File: config.mk
export PLATFORM = sky130hd
export DESIGN_NAME = sb_tx_serializer
export DESIGN_NICKNAME = d
export VERILOG_FILES = /design/src/rtl/sb_pkg.sv /design/src/rtl/sb_crc16_serial.sv /design/src/rtl/sb_tx_serializer.sv
export SDC_FILE = /design/constraint.sdc
export NUM_CORES = 1
export LEC_CHECK = 0
export CORE_AREA = 4 4 80 59
export CTS_CLUSTER_SIZE = 30
export DETAILED_ROUTE_END_ITERATION = 10
export DIE_AREA = 0 0 84 63
export GPL_ROUTABILITY_DRIVEN = 1
export PLACE_DENSITY = 0.69
export SYNTH_ARGS = -nofsm -noshare
export SYNTH_HDL_FRONTEND = slang
export SYNTH_SLANG_ARGS = --single-unit
File: constraint.sdc
create_clock -name sb_clk -period 5.6 [get_ports sb_clk]
set_clock_uncertainty 0.2 [all_clocks]
set_input_delay 0.56 -clock sb_clk [delete_from_list [all_inputs] [get_ports sb_clk]]
set_output_delay 0.56 -clock sb_clk [all_outputs]
set_load 0.02 [all_outputs]
File: src/rtl/sb_pkg.sv
// Shared sideband definitions: trans_state encodings, framing symbols and CRC-16 constants.
package sb_pkg;

    localparam int          SYM_BITS = 10;
    localparam logic [15:0] CRC_POLY = 16'h8005;
    localparam logic [15:0] CRC_SEED = 16'hFFFF;

    localparam logic [7:0] DLE     = 8'hFE;
    localparam logic [7:0] STX_CMD = 8'h05;
    localparam logic [7:0] STX_RSP = 8'h04;
    localparam logic [7:0] ETX     = 8'h40;
    localparam logic [7:0] LSE     = 8'h80;

    typedef enum logic [1:0] {
        DISCONNECTED_S = 2'd0,
        IDLE_S         = 2'd1,
        START          = 2'd2
    } trans_state_e;

    // Wraps a byte with a low start bit and a high stop bit.
    function automatic logic [SYM_BITS-1:0] frame_byte(input logic [7:0] b);
        return {1'b1, b, 1'b0};
    endfunction

endpackage

File: src/rtl/sb_crc16_serial.sv
// Bit-serial CRC-16 register, MSB-out feedback; clr reloads the seed and wins over en.
module sb_crc16_serial #(
    parameter logic [15:0] POLY = sb_pkg::CRC_POLY,
    parameter logic [15:0] SEED = sb_pkg::CRC_SEED
) (
    input  logic        clk,
    input  logic        rst,
    input  logic        clr,
    input  logic        en,
    input  logic        d,
    output logic [15:0] crc
);

    logic fb;

    assign fb = d ^ crc[15];

    always_ff @(posedge clk or negedge rst) begin
        if (!rst) begin
            crc <= SEED;
        end else if (clr) begin
            crc <= SEED;
        end else if (en) begin
            crc <= {crc[14:0], 1'b0} ^ (fb ? POLY : 16'h0000);
        end
    end

endmodule

File: src/rtl/sb_tx_serializer.sv
// Serializes framed sideband symbols onto SBTX, LSB first, substituting CRC bytes when sbtx_sel is set.
module sb_tx_serializer #(
    parameter int          SYM_BITS = sb_pkg::SYM_BITS,
    parameter logic [15:0] CRC_POLY = sb_pkg::CRC_POLY,
    parameter logic [15:0] CRC_SEED = sb_pkg::CRC_SEED
) (
    input  logic                sb_clk,
    input  logic                rst,
    input  logic [SYM_BITS-1:0] trans,
    input  logic [1:0]          trans_state,
    input  logic                crc_en,
    input  logic                sbtx_sel,
    output logic                sbtx,
    output logic                sym_done,
    output logic [15:0]         crc_out
);
    import sb_pkg::*;

    localparam int               CNT_W     = $clog2(SYM_BITS);
    localparam logic [CNT_W-1:0] LAST_BIT  = CNT_W'(SYM_BITS - 1);
    localparam logic [CNT_W-1:0] LAST_DATA = CNT_W'(SYM_BITS - 2);

    logic [CNT_W-1:0]    bit_cnt;
    logic [SYM_BITS-1:0] shifter;
    logic [SYM_BITS-1:0] load_sym;
    logic [7:0]          crc_byte;
    logic                cov;
    logic                crc_byte_idx;
    logic                crc_frozen;
    logic                in_start;
    logic                crc_upd;

    assign in_start = (trans_state == START);
    assign crc_byte = crc_byte_idx ? crc_out[15:8] : crc_out[7:0];
    assign load_sym = sbtx_sel ? frame_byte(crc_byte) : trans;

    // Only the eight data bits of a covered symbol feed the CRC; shifter[0] holds the bit being sent.
    assign crc_upd = in_start && cov && (bit_cnt != '0) && (bit_cnt <= LAST_DATA);

    always_ff @(posedge sb_clk or negedge rst) begin
        if (!rst) begin
            sbtx         <= 1'b0;
            sym_done     <= 1'b0;
            bit_cnt      <= '0;
            shifter      <= '0;
            cov          <= 1'b0;
            crc_byte_idx <= 1'b0;
            crc_frozen   <= 1'b0;
        end else begin
            case (trans_state)
                START: begin
                    bit_cnt  <= (bit_cnt == LAST_BIT) ? '0 : bit_cnt + 1'b1;
                    sym_done <= (bit_cnt == LAST_BIT);
                    if (bit_cnt == '0) begin
                        sbtx    <= load_sym[0];
                        shifter <= load_sym >> 1;
                        if (sbtx_sel) begin
                            // Once CRC emission starts the register must not move again this transaction.
                            crc_byte_idx <= ~crc_byte_idx;
                            crc_frozen   <= 1'b1;
                            cov          <= 1'b0;
                        end else begin
                            cov <= crc_en && !crc_frozen;
                        end
                    end else begin
                        sbtx    <= shifter[0];
                        shifter <= shifter >> 1;
                    end
                end
                IDLE_S: begin
                    sbtx         <= 1'b1;
                    sym_done     <= 1'b0;
                    bit_cnt      <= '0;
                    shifter      <= '0;
                    cov          <= 1'b0;
                    crc_byte_idx <= 1'b0;
                    crc_frozen   <= 1'b0;
                end
                default: begin
                    sbtx         <= 1'b0;
                    sym_done     <= 1'b0;
                    bit_cnt      <= '0;
                    shifter      <= '0;
                    cov          <= 1'b0;
                    crc_byte_idx <= 1'b0;
                    crc_frozen   <= 1'b0;
                end
            endcase
        end
    end

    sb_crc16_serial #(
        .POLY(CRC_POLY),
        .SEED(CRC_SEED)
    ) u_crc (
        .clk(sb_clk),
        .rst(rst),
        .clr(!in_start),
        .en (crc_upd),
        .d  (shifter[0]),
        .crc(crc_out)
    );

endmodule

==> Yosys cells after proc, flatten, opt, wreduce, memory -nomap -nowiden <==
Cells that the tools add are included.
{ "word_totals": {"ram_bits": 0, "rom_bits": 0, "out_inout_bits": 18, "wordCells": 48, "register_bits": 35, "latchBits": 0, "input_bits": 16, "n_memories": 0} }
{ "op_classes": {"muxes": 21, "bitwise_logic": 3, "n_reduce_logical": 8, "mul": 0, "shifts": 0, "add_sub_neg": 1, "n_div": 0, "n_eq_ne": 6, "magnitude_cmp": 1} }
{ "op_table": {"columns": ["op", "n"], "rows": [
  ["16-bit 2-to-1 mux", 3],
  ["10-bit 2-to-1 mux", 2],
  ["16-bit bitwise XOR", 1],
  ["1-bit 2-to-1 mux", 11],
  ["9-bit 2-to-1 mux", 1],
  ["4-bit 2-to-1 mux", 2],
  ["8-bit 2-to-1 mux", 1],
  ["4-bit by 1-bit adder with 4-bit output (second input constant)", 1],
  ["4-bit equality test (second input constant)", 1],
  ["4-bit <= comparator (second input constant)", 1],
  ["1-bit logical AND", 4],
  ["4-bit logical NOT", 1],
  ["2-bit by 1-bit != test with 1-bit output (second input constant)", 2],
  ["4-bit nonzero test", 1],
  ["2-bit by 1-bit equality test with 1-bit output (second input constant)", 1],
  ["2-bit equality test (second input constant)", 1],
  ["2-bit != test (second input constant)", 1],
  ["1-bit case mux with 2 select lines", 1],
  ["2-bit AND reduction", 1],
  ["1-bit logical NOT", 1],
  ["1-bit inverter", 1],
  ["1-bit bitwise XOR", 1]
]} }

==> Longest topological paths before layout <==
Gate-level depths: netlist of the first run.
{ "logic_depth": {"ltp_word": 6, "ltp_mapped": 7, "depth_no_buf": 5} }

==> Hierarchy <==
A second synthesis of the first run with hierarchy kept.
{ "unflattened": {"hier_cells": 161, "area_unflattened_um2": 1695.4} }
{ "by_module_without_submodules": {"columns": ["mod", "seq_area_each_um2", "cells_each", "area_each_um2", "instances"], "rows": [
  ["sb_tx_serializer", 450.4, 105, 968.4, 1],
  ["sb_crc16_serial", 420.4, 56, 726.9, 1]
]} }

==> Worst setup path after synthesis of the first run <==
OpenSTA, ideal clock, no wires.
{ "synth_path": {"kind": "input port to flip-flop", "start": "input port trans_state[0]", "end": "register sbtx", "t_required_ps": 5305, "t_arrival_ps": 1529, "setup_ps": 95, "path_buffers": 2, "stages": 6, "path_slack_ps": 3776, "cell_sequence": "inv_1 > ha_1 > buf_2 > clkinv_1 > clkbuf_1 > o31ai_1"} }
{ "synth_between": {"elab_chain_len": 2, "word_cells_on_any_way": 3, "classes_between": "2 x eq/ne; 1 x mux"} }
{ "synth_lines": {"columns": ["item", "line_no", "rtl"], "rows": [
  ["start, declared", "sb_tx_serializer.sv:10", "input logic [1:0] trans_state,"],
  ["2-bit equality test", null, null],
  ["net in_start", "sb_tx_serializer.sv:30", "logic in_start;"],
  ["1-bit case mux with 2 select lines", "sb_tx_serializer.sv:50", "case (trans_state)"],
  ["end signal, assigned", "sb_tx_serializer.sv:55", "sbtx <= load_sym[0];"],
  ["end signal, assigned", "sb_tx_serializer.sv:66", "sbtx <= shifter[0];"],
  ["end, declared", "sb_tx_serializer.sv:13", "output logic sbtx,"]
]} }
The timed path passes the listed nets, and every way through them passes these cells.
A chain may end at the register's enable or synchronous reset.

==> Worst setup path in the final report of the first run <==
{ "layout_path": {"start": "input port trans_state[1]", "end": "register u_crc.crc[6]"} }
{ "layout_between": {"elab_chain_len": 5, "word_cells_on_any_way": 6, "classes_between": "2 x eq/ne; 1 x mux; 3 x reduce/logical"} }
{ "layout_lines": {"columns": ["item", "line_no", "rtl"], "rows": [
  ["2-bit equality test (*)", "sb_tx_serializer.sv:33", "assign in_start = (trans_state == START);"],
  ["net in_start", "sb_tx_serializer.sv:30", null],
  ["1-bit logical AND (3 in a row)", "sb_tx_serializer.sv:38", "assign crc_upd = in_start && cov && (bit_cnt != '0) && (bit_cnt <= LAST_DATA);"],
  ["2-bit by 1-bit != test with 1-bit output (no line)", null, null],
  ["end signal, assigned", "sb_crc16_serial.sv:24", "crc <= {crc[14:0], 1'b0} ^ (fb ? POLY : 16'h0000);"],
  ["end, declared", "sb_crc16_serial.sv:11", "output logic [15:0] crc"]
]} }
Mark *: on every way through the listed nets, which the timed path passes. The rest lies on a longest branch.

==> qor.txt, run 1 <==
Clock Tree Buf Depth -> 2
Synth Warn # -> 0
crit path DAT -> 2.71 ns
Post-Syn Area -> 1740 sq um
vias in the first global route -> 1392
crit path time final -> 2.72 ns
wire per inst -> 16.0 um
type of origin of the critical path -> primary input
Syn Inst Count -> 171
Peak VDD IR -> 0.000111 V
Worst slew margin -> 57.6%
sequential area share after synthesis -> 50.2%
I/O pin cnt -> 34
antenna violations before repair -> 0
GRT Total Usage -> 16.2%
Remaining Overflow, GRT -> 0
Worst Setup Path Type -> primary input to register
Post-CTS Setup Bufs -> 0
die height -> 63 um
Worst-path clk slew -> 0.07 ns
P_leak -> 0.842 nW
TritonCTS clock tree -> built
Setup violations, final -> 0
Initial DRC Count -> 47
Req. time, crit path -> 5.60 ns
drt via density -> 5.45
DP Wirelength -> 2900 um
Mapped Nets -> 189
total core area -> 3900 sq um
nets -> 219
Tightest Pin Transition -> 0.636 ns
count of different cell masters after synthesis -> 32
Starting Density -> 44.5%
Crit. End Element -> register
flip-flop and latch count after synthesis -> 34
post-route ant nets -> 0
Die Footprint -> 5290 sq um
DRC violations left -> 0
GPL Wtd Cong -> 0.838
IO buf count -> 33
Cells after DPL -> 246
post_cts resized -> 0
number of inserted diodes -> 0
fmax -> 0.368 GHz
clk_lat worst skew -> 0.29 ns
DRT Pass-1 Iters -> 4
CP Max Fanout -> 19
cts hold-fix bufs -> 0
Mean Syn Cell Area -> 10.1 sq um
status -> completed
Total Power -> 0.515 mW
PD cells -> 235 nW/um^2
Setup TNS Final -> 0 ns
largest net degree at the start of global routing -> 35
first-pass GRT wire length -> 6820 um
max_cap viols -> 0
final WL -> 4060 um
CTS buffer count -> 5
max-slew violations -> 0
Non-Filler Instances -> 254
HP Class -> register to register
clock sinks -> 34
Die W -> 84 um
final worst path period share -> 48.5%
H-tree depth -> 2
row count -> 19
commonest non-fill, non-tap cell in the layout -> clkdlybuf4s50_1
DR vias -> 1384
commonest non-fill, non-tap cells in the layout -> clkdlybuf4s50_1 (33), nor2_1 (24), dfrtp_1 (18)
RSZ-0062 raised after global routing -> false
Clock Tree Root -> clkbuf_8
area delta synth->final -> 26.4%
share of layout cells above drive strength 1 -> 13.9%
Hold Vio Cnt, Final -> 0
## Yosys cell counts
cell      instances  share of area, %
a211o_1           1              0.50
a211oi_1          8               3.5
a21oi_1           6               1.7
and3b_1           1              0.50
buf_1             1              0.22
buf_2             5               1.4
buf_6             1              0.65
clkbuf_1          4              0.86
clkinv_1          2              0.43
dfrtp_1          18                26
dfstp_2          16                24
ha_1              2               1.4
inv_1             4              0.86
mux2i_1          11               6.3
nand2_1           3              0.65
nand2b_1          1              0.36
nand3_1          17               4.9
nor2_1           24               5.2
nor2_4            1              0.65
nor2b_1          11               4.0
nor3_1            2              0.58
nor4_4            1               1.2
o21ai_0           9               2.6
o311ai_0          1              0.50
o31a_1            1              0.50
o31ai_1          11               4.8
o41a_1            1              0.65
o41ai_4           1               1.6
or3_1             1              0.36
or4_1             2              0.86
xnor2_1           3               1.5
xor2_1            1              0.50
## power breakdown
part           internal, mW  switching (mW)
registers             0.252         0.00663
clock network         0.124          0.0856
logic                0.0212          0.0252
## sequential cells by signal, summed over array words and instances (netlist names)
signal        cells
crc_byte_idx      1
sbtx              1
u_crc.crc        16
crc_frozen        1
sym_done          1
bit_cnt           4
cov               1
shifter           9
## final timing paths
| check | startpoint | to | slack, ns | cells past startpoint |
|---|---|---|---|---|
| worst max-delay path | trans_state[1] | u_crc.crc[6]$_DFFE_PN1P_ | 2.88 | 5 |
| worst min-delay path | shifter[6]$_DFF_PN0_ | shifter[5]$_DFF_PN0_ | 0.29 | 2 |
| worst max register to register | bit_cnt[3]$_DFF_PN0_ | crc_byte_idx$_DFFE_PN0P_ | 3.48 | 3 |
| worst min register to register | shifter[6]$_DFF_PN0_ | shifter[5]$_DFF_PN0_ | 0.29 | 2 |
| max in group asynchronous | rst | u_crc.crc[2]$_DFFE_PN1P_ | 4.37 | 2 |
| min in group asynchronous | rst | bit_cnt[3]$_DFF_PN0_ | 0.48 | 2 |
## logic make-up after synthesis
group	count (synthesis)	synth area share [%]
AND/OR/NAND/NOR	64	19.3
AO/OA/AOI/OAI	39	16.3
flip-flops	34	50.2
buffers and inverters	17	4.47
multiplexers	11	6.34
XOR/XNOR	4	2.02
adder cells (fa/ha/maj)	2	1.44
## worst max-delay path, stage by stage
cell and delay (ns):
clkdlybuf4s50_1 0.49, ha_1 0.57, clkinv_1 0.64, nor2_1 0.32, mux2i_1 0.12
## metal layers
metal	up-vias	wire length [um]	GRT usage [%]
met5	-	0	0
met4	0	65	6.63
met3	7	207	4.61
met2	34	1710	22.5
met1	672	2080	23.5
li1	671	-	-
## layout make-up
type	count	area [sq um]
sequential	34	871
multi-input combinational	120	787
timing repair buffer	34	338
inverter	6	22.5
clock buffer	8	110
tap	52	65.1
fill	354	1710
## metrics by stage
step	hold slack, ns	setup WS [ns]	instance area, sq um	util (%)
2_1_floorplan	0.0644	3.78	1740	-
3_3_place_gp	0.272	2.75	2080	53.4
3_5_place_dp	0.281	2.63	2080	53.4
4_1_cts	0.294	2.91	2190	56.3
5_1_grt	0.327	2.68	2190	56.3
6_report	0.291	2.88	2190	56.3
Note: power is estimated with default switching activity, not from simulation.
==> inputs of run 2 (changes only) <==
Settings changed: PLACE_DENSITY 0.69 to 0.71.
Clock period 5.6 ns to 2.35 ns, I/O delays scaled along.
==> qor.txt, run 2 (same netlist as run 1, synthesis figures left out) <==
commonest non-fill, non-tap cells in the layout -> clkdlybuf4s50_1 (33), nor2_1 (24), dfrtp_1 (18) (unchanged)
Setup TNS Final -> 0 ns (unchanged)
FF-to-FF setup slack -> 0.44 ns (was 3.48 ns)
clock share of power -> 43.4% (was 40.7%)
Clock Tree Buf Depth -> 2 (unchanged)
P_leak -> 0.879 nW (was 0.842 nW)
PD cells -> 576 nW/um^2 (was 235 nW/um^2)
wire per inst -> 16.3 um (was 16.0 um)
share of layout cells above drive strength 1 -> 16.3% (was 13.9%)
Remaining Overflow, GRT -> 0 (unchanged)
Tightest Pin Transition -> 0.640 ns (was 0.636 ns)
max_cap viols -> 0 (unchanged)
final WL -> 4240 um (was 4060 um)
area delta synth->final -> 29.8% (was 26.4%)
Total Power -> 1.30 mW (was 0.515 mW)
max reg flops -> 16 (unchanged)
crit path DAT -> 1.49 ns (was 2.71 ns)
number of inserted diodes -> 0 (unchanged)
post-route ant nets -> 0 (unchanged)
RSZ-0062 raised after global routing -> false (unchanged)
reg-to-reg critical path startpoint -> bit_cnt[3]$_DFF_PN0_ (unchanged)
Clock Tree Root -> clkbuf_8 (unchanged)
I/O pin cnt -> 34 (unchanged)
Die Footprint -> 5290 sq um (unchanged)
CTS buffer count -> 5 (unchanged)
Setup violations, final -> 0 (unchanged)
NetSw -> 0.295 mW (was 0.117 mW)
DP Wirelength -> 3000 um (was 2900 um)
total core area -> 3900 sq um (unchanged)
fmax -> 0.519 GHz
DR vias -> 1428 (was 1384)
DRC violations left -> 0 (unchanged)
Crit. End Element -> output port (was register)
GPL Wtd Cong -> 0.809 (was 0.838)
Initial DRC Count -> 77 (was 47)
Slowest Stage Delay on Critical Path -> 0.62 ns (was 0.64 ns)
antenna violations before repair -> 0 (unchanged)
Die W -> 84 um (unchanged)
type of origin of the critical path -> register (was primary input)
commonest non-fill, non-tap cell in the layout -> clkdlybuf4s50_1 (unchanged)
Worst Setup Path Type -> register to output port (was primary input to register)
critical path's top delay family -> buffers and inverters (unchanged)
die height -> 63 um (unchanged)
Post-CTS Setup Bufs -> 0 (unchanged)
first-pass GRT wire length -> 6980 um (was 6820 um)
crit path time final -> 1.93 ns
clk_lat worst skew -> 0.29 ns (about the same)
largest net degree at the start of global routing -> 35 (unchanged)
Cell Int Power -> 1.00 mW (was 0.398 mW)
GRT Total Usage -> 16.6% (was 16.2%)
FF-to-FF End -> u_crc.crc[8]$_DFFE_PN1P_ (was crc_byte_idx$_DFFE_PN0P_)
Starting Density -> 44.5% (unchanged)
Worst slew margin -> 57.2% (was 57.6%)
crit path buf inv count -> 1 (was 2)
Top Usage Layer GRT -> met1 (unchanged)
Hold Vio Cnt, Final -> 0 (unchanged)
final worst path period share -> 82.0%
IO buf count -> 33 (unchanged)
row count -> 19 (unchanged)
met2 GRT Util -> 23.5% (was 22.5%)
drt via density -> 5.47 (was 5.45)
cts hold-fix bufs -> 0 (unchanged)
Reg power frac -> 47.2% (was 50.3%)
Biggest register -> u_crc.crc (unchanged)
Worst-path clk slew -> 0.07 ns (about the same)
TritonCTS clock tree -> built (unchanged)
CP Max Fanout -> 5 (was 19)
Peak VDD IR -> 0.000341 V (was 0.000111 V)
switch share -> 22.7% (was 22.8%)
max-slew violations -> 0 (unchanged)
nets -> 226 (was 219)
met3 usage -> 4.87% (was 4.61%)
HP Class -> primary input to async pin (was register to register)
Req. time, crit path -> 1.91 ns (was 5.60 ns)
# fillers -> 327 (was 354)
vias in the first global route -> 1410 (was 1392)
DRT Pass-1 Iters -> 5 (was 4)
status -> completed (unchanged)
Cell Chain, Critical Path -> clkdlybuf4s50_1 (was clkdlybuf4s50_1 -> ha_1 -> clkinv_1 -> nor2_1 -> mux2i_1)
H-tree depth -> 2 (unchanged)
post_cts resized -> 0 (unchanged)
R2R depth -> 4 (was 3)
clock sinks -> 34 (unchanged)
Largest regs -> u_crc.crc x16, shifter x9, bit_cnt x4 (unchanged)
met1 usage -> 24.2% (was 23.5%)
Comb power frac -> 9.4% (was 9.0%)
CP max-delay cell -> clkdlybuf4s50_1 (was clkinv_1)
==> run 2: routing by layer <==
metal	up-vias	routed length, um	share of wire (%)
met5	-	0	0
met4	0	16	0.38
met3	3	353	8.3
met2	53	1870	44
met1	687	2010	47
li1	685	-	-
==> run 2: per-stage QoR <==
stage | utilization, % | setup WS, ns | instance area, sq um | cells | hold WS, ns
floorplan | - | 0.582 | 1740 | 171 | -0.261
global placement | 54.8 | 0.434 | 2140 | 253 | 0.273
detailed placement | 54.8 | 0.383 | 2140 | 253 | 0.268
CTS | 57.8 | 0.421 | 2250 | 261 | 0.164
global route | 57.8 | 0.329 | 2250 | 261 | 0.183
finish | 57.8 | 0.423 | 2250 | 261 | 0.151
==> run 2: worst max path at each step <==
stage	from	to	slack (ns)	depth (start not counted)
2_1_floorplan	bit_cnt[3]$_DFF_PN0_	crc_byte_idx$_DFFE_PN0P_	0.58	5
3_3_place_gp	trans_state[1]	shifter[1]$_DFF_PN0_	0.43	5
3_5_place_dp	trans_state[1]	u_crc.crc[13]$_DFFE_PN1P_	0.38	6
4_1_cts	u_crc.crc[15]$_DFFE_PN1P_	crc_out[15]	0.42	1
5_1_grt	bit_cnt[2]$_DFF_PN0_	u_crc.crc[8]$_DFFE_PN1P_	0.33	4
6_report	u_crc.crc[15]$_DFFE_PN1P_	crc_out[15]	0.42	1
==> run 2: layout make-up <==
type | instances | area [sq um] | share of cell area [%]
Sequential cell | 34 | 871 | 38.7
Clock buffer | 7 | 86.3 | 3.83
Timing Repair Buffer | 41 | 390 | 17.3
Tap cell | 52 | 65.1 | 2.89
Clock inverter | 1 | 30.0 | 1.33
Multi-Input combinational cell | 120 | 787 | 34.9
Inverter | 6 | 22.5 | 1.00
==> run 2: power groups by stage <==
| stage | Combinational (mW) | Clock, mW | Sequential (mW) |
|---|---|---|---|
| final | 0.122 | 0.563 | 0.612 |
| after global routing | 0.136 | 0.594 | 0.614 |
| after CTS | 0.123 | 0.569 | 0.612 |
| after detailed placement | 0.122 | 0 | 0.622 |
| after global placement | 0.119 | 0 | 0.622 |
| after floorplan | 0.0620 | 0 | 0.620 |
==> run 2: worst register-to-register path: stages, from the launching register on <==
cell and delay [ns]:
dfrtp_1 0.37, buf_4 0.17, o41ai_4 0.67, nor2_4 0.20, mux2i_1 0.21
